<file path="src/rtl/cpu_ctrl_fsm.sv">
// Control unit for the simple-processor datapath: a four-step sequencer (T0..T3)
// with an internal instruction register and a retired-instruction counter.
module cpu_ctrl_fsm #(
  parameter int RBITS = 3,
  parameter int IRW   = 3 + 2*RBITS,
  parameter int CNTW  = 16
) (
  input  logic                  clk,
  input  logic                  resetn,
  input  logic                  run,
  input  logic [IRW-1:0]        din,
  input  logic                  g_nz,
  output logic                  ir_en,
  output logic                  din_out,
  output logic [(2**RBITS)-1:0] rin,
  output logic [(2**RBITS)-1:0] rout,
  output logic                  ain,
  output logic                  gin,
  output logic                  gout,
  output logic [1:0]            alu_op,
  output logic                  done,
  output logic                  illegal,
  output logic                  busy,
  output logic [CNTW-1:0]       instr_count
);

  localparam int NREG = 2**RBITS;

  typedef enum logic [1:0] {T0, T1, T2, T3} state_t;

  state_t           state, state_next;
  logic [IRW-1:0]   ir;
  logic [2:0]       opcode;
  logic [RBITS-1:0] rx, ry;
  logic [NREG-1:0]  rx_dec, ry_dec;

  assign opcode = ir[IRW-1 -: 3];
  assign rx     = ir[2*RBITS-1 -: RBITS];
  assign ry     = ir[RBITS-1:0];
  assign rx_dec = {{(NREG-1){1'b0}}, 1'b1} << rx;
  assign ry_dec = {{(NREG-1){1'b0}}, 1'b1} << ry;

  always_ff @(posedge clk) begin
    if (!resetn) begin
      state       <= T0;
      ir          <= '0;
      instr_count <= '0;
    end else begin
      state <= state_next;
      if (ir_en)
        ir <= din;
      if (done && !illegal)
        instr_count <= instr_count + {{(CNTW-1){1'b0}}, 1'b1};
    end
  end

  // Every output is forced low while reset is held, even mid-instruction.
  always_comb begin
    state_next = state;
    ir_en      = 1'b0;
    din_out    = 1'b0;
    rin        = '0;
    rout       = '0;
    ain        = 1'b0;
    gin        = 1'b0;
    gout       = 1'b0;
    alu_op     = 2'b00;
    done       = 1'b0;
    illegal    = 1'b0;
    busy       = 1'b0;
    if (resetn) begin
      busy = (state != T0);
      unique case (state)
        T0: begin
          if (run) begin
            ir_en      = 1'b1;
            state_next = T1;
          end
        end
        T1: begin
          case (opcode)
            3'b000: begin
              rout       = ry_dec;
              rin        = rx_dec;
              done       = 1'b1;
              state_next = T0;
            end
            3'b001: begin
              din_out    = 1'b1;
              rin        = rx_dec;
              done       = 1'b1;
              state_next = T0;
            end
            3'b101: begin
              if (g_nz) begin
                rout = ry_dec;
                rin  = rx_dec;
              end
              done       = 1'b1;
              state_next = T0;
            end
            3'b111: begin
              done       = 1'b1;
              illegal    = 1'b1;
              state_next = T0;
            end
            default: begin
              rout       = rx_dec;
              ain        = 1'b1;
              state_next = T2;
            end
          endcase
        end
        T2: begin
          rout = ry_dec;
          gin  = 1'b1;
          case (opcode)
            3'b011:  alu_op = 2'b01;
            3'b100:  alu_op = 2'b10;
            3'b110:  alu_op = 2'b11;
            default: alu_op = 2'b00;
          endcase
          state_next = T3;
        end
        T3: begin
          gout       = 1'b1;
          rin        = rx_dec;
          done       = 1'b1;
          state_next = T0;
        end
      endcase
    end
  end

endmodule

</file>
<file path="config.mk">
export PLATFORM = sky130hd
export DESIGN_NAME = cpu_ctrl_fsm
export DESIGN_NICKNAME = d
export VERILOG_FILES = /design/src/rtl/cpu_ctrl_fsm.sv
export SDC_FILE = /design/constraint.sdc
export NUM_CORES = 1
export LEC_CHECK = 0
export CAP_MARGIN = 20
export CELL_PAD_IN_SITES_DETAIL_PLACEMENT = 0
export CELL_PAD_IN_SITES_GLOBAL_PLACEMENT = 2
export CORE_ASPECT_RATIO = 0.9
export CORE_UTILIZATION = 24
export DETAILED_ROUTE_END_ITERATION = 10
export GPL_TIMING_DRIVEN = 0
export PLACE_DENSITY_LB_ADDON = 0.1
export SLEW_MARGIN = 0
export SYNTH_ARGS = -nofsm -noshare
export SYNTH_HDL_FRONTEND = slang
export SYNTH_SLANG_ARGS = --single-unit
</file>
<file path="constraint.sdc">
create_clock -name clk -period 2.5 [get_ports clk]
set_input_delay 0.5 -clock clk [delete_from_list [all_inputs] [get_ports clk]]
set_output_delay 0.5 -clock clk [all_outputs]
set_load 0.02 [all_outputs]
</file>
# == Word level (Yosys, flattened, before mapping) ==
# Index checks and enable logic that the tools add are counted.
# totals
output_inout_bits,42
in_bits,13
elab_cells,58
ff_bits,27
# classes
n_addsub,1
eq_ne,10
shifts,2
muxes,34
n_reduce_logical,8
# ops
operator,count
one-hot mux 8 bit (2 select lines),3
two-way mux 8 bit,4
one-hot mux 8 bit (3 select lines),1
two-way mux 1 bit,19
"adder 16 x 1 -> 16 bit, second input constant",1
"left shift 1 x 3 -> 8 bit, first input constant",2
"== test 3 bit, second input constant",4
two-way mux 2 bit,4
one-hot mux 2 bit (4 select lines),1
one-hot mux 2 bit (3 select lines),1
"== test 2 bit, second input constant",2
OR reduction 2 bit,2
OR reduction 4 bit,1
"== test 3 x 1 -> 1 bit, second input constant",1
"== test 3 x 2 -> 1 bit, second input constant",1
logical NOT 3 bit,1
"== test 2 x 1 -> 1 bit, second input constant",1
logical NOT 2 bit,1
"!= test 2 bit, second input constant",1
one-hot mux 1 bit (2 select lines),1
nonzero test 2 bit,1
logical AND 1 bit,1
logical NOT 1 bit,1

# == Logic depth before layout (Yosys ltp) ==
# depth
word_depth,6
depth_mapped,8
mapped_depth_nobuf,7

# == Worst setup path after synthesis ==
# No wires, ideal clock.
# synth_timing
path_kind,input -> output
start,in resetn
end,out rout[4]
cell_stages,4
arrival_time_ps,1664
required_ps,2000
path_buffers,2
setup_slack_ps,336
cell_sequence,buf_6 > clkbuf_1 > nand4_1 > o32ai_1
# synth_via
elab_chain_len,1
# synth_rtl
element,line,source
start: declaration,9,"input logic resetn,"
two-way mux 8 bit,71,if (resetn) begin
end: declaration,16,"output logic [(2**RBITS)-1:0] rout,"
# Every way passes these cells.

# == Worst setup path after layout ==
# layout_timing
start,in g_nz
end,out rout[4]
# layout_via
elab_chain_len,4
# layout_rtl
element,line,source
start: declaration,12,"input logic g_nz,"
two-way mux 8 bit,95,if (g_nz) begin
one-hot mux 8 bit (3 select lines),81,case (opcode)
one-hot mux 8 bit (2 select lines),73,unique case (state)
two-way mux 8 bit,71,
# Every way passes these cells.

==> results.md <==
- CP max-delay cell: clkdlybuf4s50_1
- Metal-1 WL: 2510 µm
- Hold path startpoint: ir[1]$_SDFFE_PN0P_
- Tcrit/Tclk final: 0.955
- WL final: 4600 µm
- Xor/xnor share of the synthesized area: 0.0282
- Initial antenna violation count: 0
- First-pass GRT wire length: 7520 µm
- Synth warn: 0
- Post-CTS Hold Buffers: 0
- Net Sw Frac: 0.286
- Critical Path RT: 2000 ps
- Minimum clock period: 2390 ps
- Critical Path Start Type: primary input
- Via density: 4.55
- Post-DP HPWL: 3510 µm
- Final Hold Viols: 0
- Die Ht: 78.2 µm
- Vias: 1,582
- Met2 WL post-DR: 1850 µm
- Logic pwr share: 0.200
- Final instance area: 2210 µm²
- Ant diodes: 0
- Die W: 86.7 µm
- Cell taking the most area after synthesis: dfxtp_1
- NetSw: 0.256 mW
- Setup violations, final: 0
- Clk_lat worst skew: 270 ps
- Compound-gate portion of the synthesized area: 0.164
- Post-synth top area share: 0.349
- Worst Setup SP: g_nz
- Max-slew violation count: 0
- Status: finished, final reports clean
- Die area: 6790 µm²
- Largest family of logic cells by synthesized area: simple AND/OR/NAND/NOR gates
- CP peak stage delay: 430 ps
- Rows: 27
- CP Cell Sequence: clkdlybuf4s50_1 > nand3_1 > o21ai_0 > a31o_2 > nand2b_1 > o32ai_2 > clkdlybuf4s15_2
- CP Capture Type: primary output
- # DRC: 0
- Post-synthesis simple-gate area fraction: 0.332
- Unrepaired setup endpoints after global routing: false
- Area delta synth->final: 42.4%
- Achievable clock frequency: 0.419 GHz
- Crit path kind: primary input to primary output
- H-tree depth: 1
- Layout Utilization: 0.357
- Pre-antenna DRT Iters: 4
- Syn Std Cell Area: 1550 µm²
- Worst Tran Pin Value: 623 ps
- CTS tree: done
- Metal3 WL: 216 µm
- Vias in the first global route: 1,500
- Nets: 280
- Root Driver: clkbuf_8
- Cell variety after synth: 36
- Placeable Area: 6180 µm²
- Maxcap violations: 0
- Cts bufs inserted: 3
- Crit path DAT: 1890 ps
- Register area share after synthesis: 0.349
- Hold Path Class: flip-flop to flip-flop
- Leak: 0.815 nW
- Setup Skew: 2.89 ps
- Initial DRC count: 45
- Clk sinks: 27
- Placed cell areas: 2190 µm²
- Internal power: 0.639 mW
- Synthesized Nets: 223
- Initial Utilization: 0.251
- Mux contribution to synthesized area: 0.0323
- Clock Tree Buf Depth: 2
- Pwr/cell area: 406 nW/µm²
- Flop2flop setup slack: 510 ps
- Top cells by area, synth: dfxtp_1, nand2_1, o21ai_0, nor2_1, ha_1
- Worst IR Drop VDD: 0.270 mV
- Post-CTS Setup Inserts: 0
- Post-route antenna net violation count: 0
- Seq pwr share: 0.525
- IO Port Bufs: 53
- Share of cells above drive strength 1: 0.157
- Max-Slew Margin vs Limit: 0.581
- CTS clock-pin slew for the worst setup and hold paths: 90 ps
- Global Route Usage Sum: 0.142
- Adder-Cell Fraction of Synth Area: 0.0404
- Synthesis-stage register bit count: 27
- Num ports: 55
- Worst-path maximum fanout: 4
- Clk pwr share: 0.275
- WL/cell: 13.2 µm
- Top routing layer in use: met4
- Largest net degree at the start of global routing: 15
- RD Place Congestion: 0.682
- Grt total ovfl: 0
- Synth Instances: 205
- Syn_area_per_cell: 7.56 µm²
## final timing paths
kind	to	depth (start not counted)
max	rout[4]	7
min	ir[1]$_SDFFE_PN0P_	2
max reg2reg	instr_count[14]$_SDFFE_PN0P_	8
min reg2reg	ir[1]$_SDFFE_PN0P_	2
## cell usage in the layout (no fill, tap or decap), types with 7 or more instances in the layout
cell / count
or3_1: 7
o21ai_0: 16
clkdlybuf4s50_1: 36
a21oi_1: 11
nand2_1: 32
nor2_1: 20
dfxtp_1: 25
clkbuf_2: 13
nand3_1: 10
## power groups by stage
stage / combinational, mW / sequential, mW / clock (mW)
finish: 0.180 / 0.470 / 0.246
global route: 0.200 / 0.474 / 0.274
CTS: 0.178 / 0.469 / 0.262
detailed placement: 0.173 / 0.477 / 0
global placement: 0.175 / 0.478 / 0
floorplan: 0.106 / 0.474 / 0
## per-layer routing
metal	vias up	GRT usage
met1	698	0.218
met3	2	0.0315
met5	-	0
met2	36	0.201
li1	846	-
met4	0	0.0200
## cell type report
type                    instances  area [µm²]
flip-flops and latches         27         546
clock buffers                   4        45.0
plain buffers                   8        62.6
multi-input cells             162         963
repair buffers                 53         455
fillers                       686        3980
well taps                      87         109
inverters                       7        26.3
## cell usage after synthesis
master and count:
nor4_1 2, nor3_1 5, or3_2 1, a21boi_0 1, o22ai_1 6, o32ai_1 2
nand4_1 6, inv_1 6, nand2b_1 6, and3_1 5, a21oi_1 11, and4_1 1
nand3b_1 1, buf_6 2, xor2_1 3, a31oi_1 1, xnor2_1 2, o21ai_0 18
o31ai_1 2, or3_4 1, clkinv_1 1, and2b_2 1, dfxtp_1 27, clkbuf_1 6
a31o_2 1, o211ai_1 1, clkbuf_8 1, nand3_1 11, or3_1 7, a21oi_2 1
nor2_1 20, mux2i_1 5, and2_1 3, ha_1 5, nand2b_4 1, nand2_1 32
## worst max-delay path, delay by kind of cell
family	cells	cell delay (ps)
buf+inv	2	690
simple gates	2	250
compound gates	3	450
## metrics by stage
step	TNS [ps]	total power, mW	cells	hold WS [ps]	worst slack [ps]
4_1_cts	0	0.909	348	488	4.06
6_report	0	0.896	348	486	112
5_1_grt	0	0.948	348	516	2.33
2_1_floorplan	0	0.580	205	444	336
3_3_place_gp	-5670	0.653	345	461	-750
3_5_place_dp	-4750	0.650	345	475	-720
## timing repair
item / in CTS / in global routing
pin swaps: 0 / 3
gates cloned: 0 / 0
resized for setup: 45 / 34
endpoints found under the setup margin: 20 / 22
## kinds of logic (layout without fill, tap and decap cells)
family | count (synthesis) | after routing
and+or+nand+nor | 103 | 103
xor gates and xnor gates | 5 | 5
buffers and inverters | 16 | 72
adders and majority gates | 5 | 5
muxes | 5 | 5
AOI/OAI and AO/OA | 44 | 44
DFF | 27 | 27
## state kept, by name (all words and copies together), names as in the netlist, named ones only
signal       count
state            1
ir               9
instr_count     16
(Power assumes the default switching activity.)
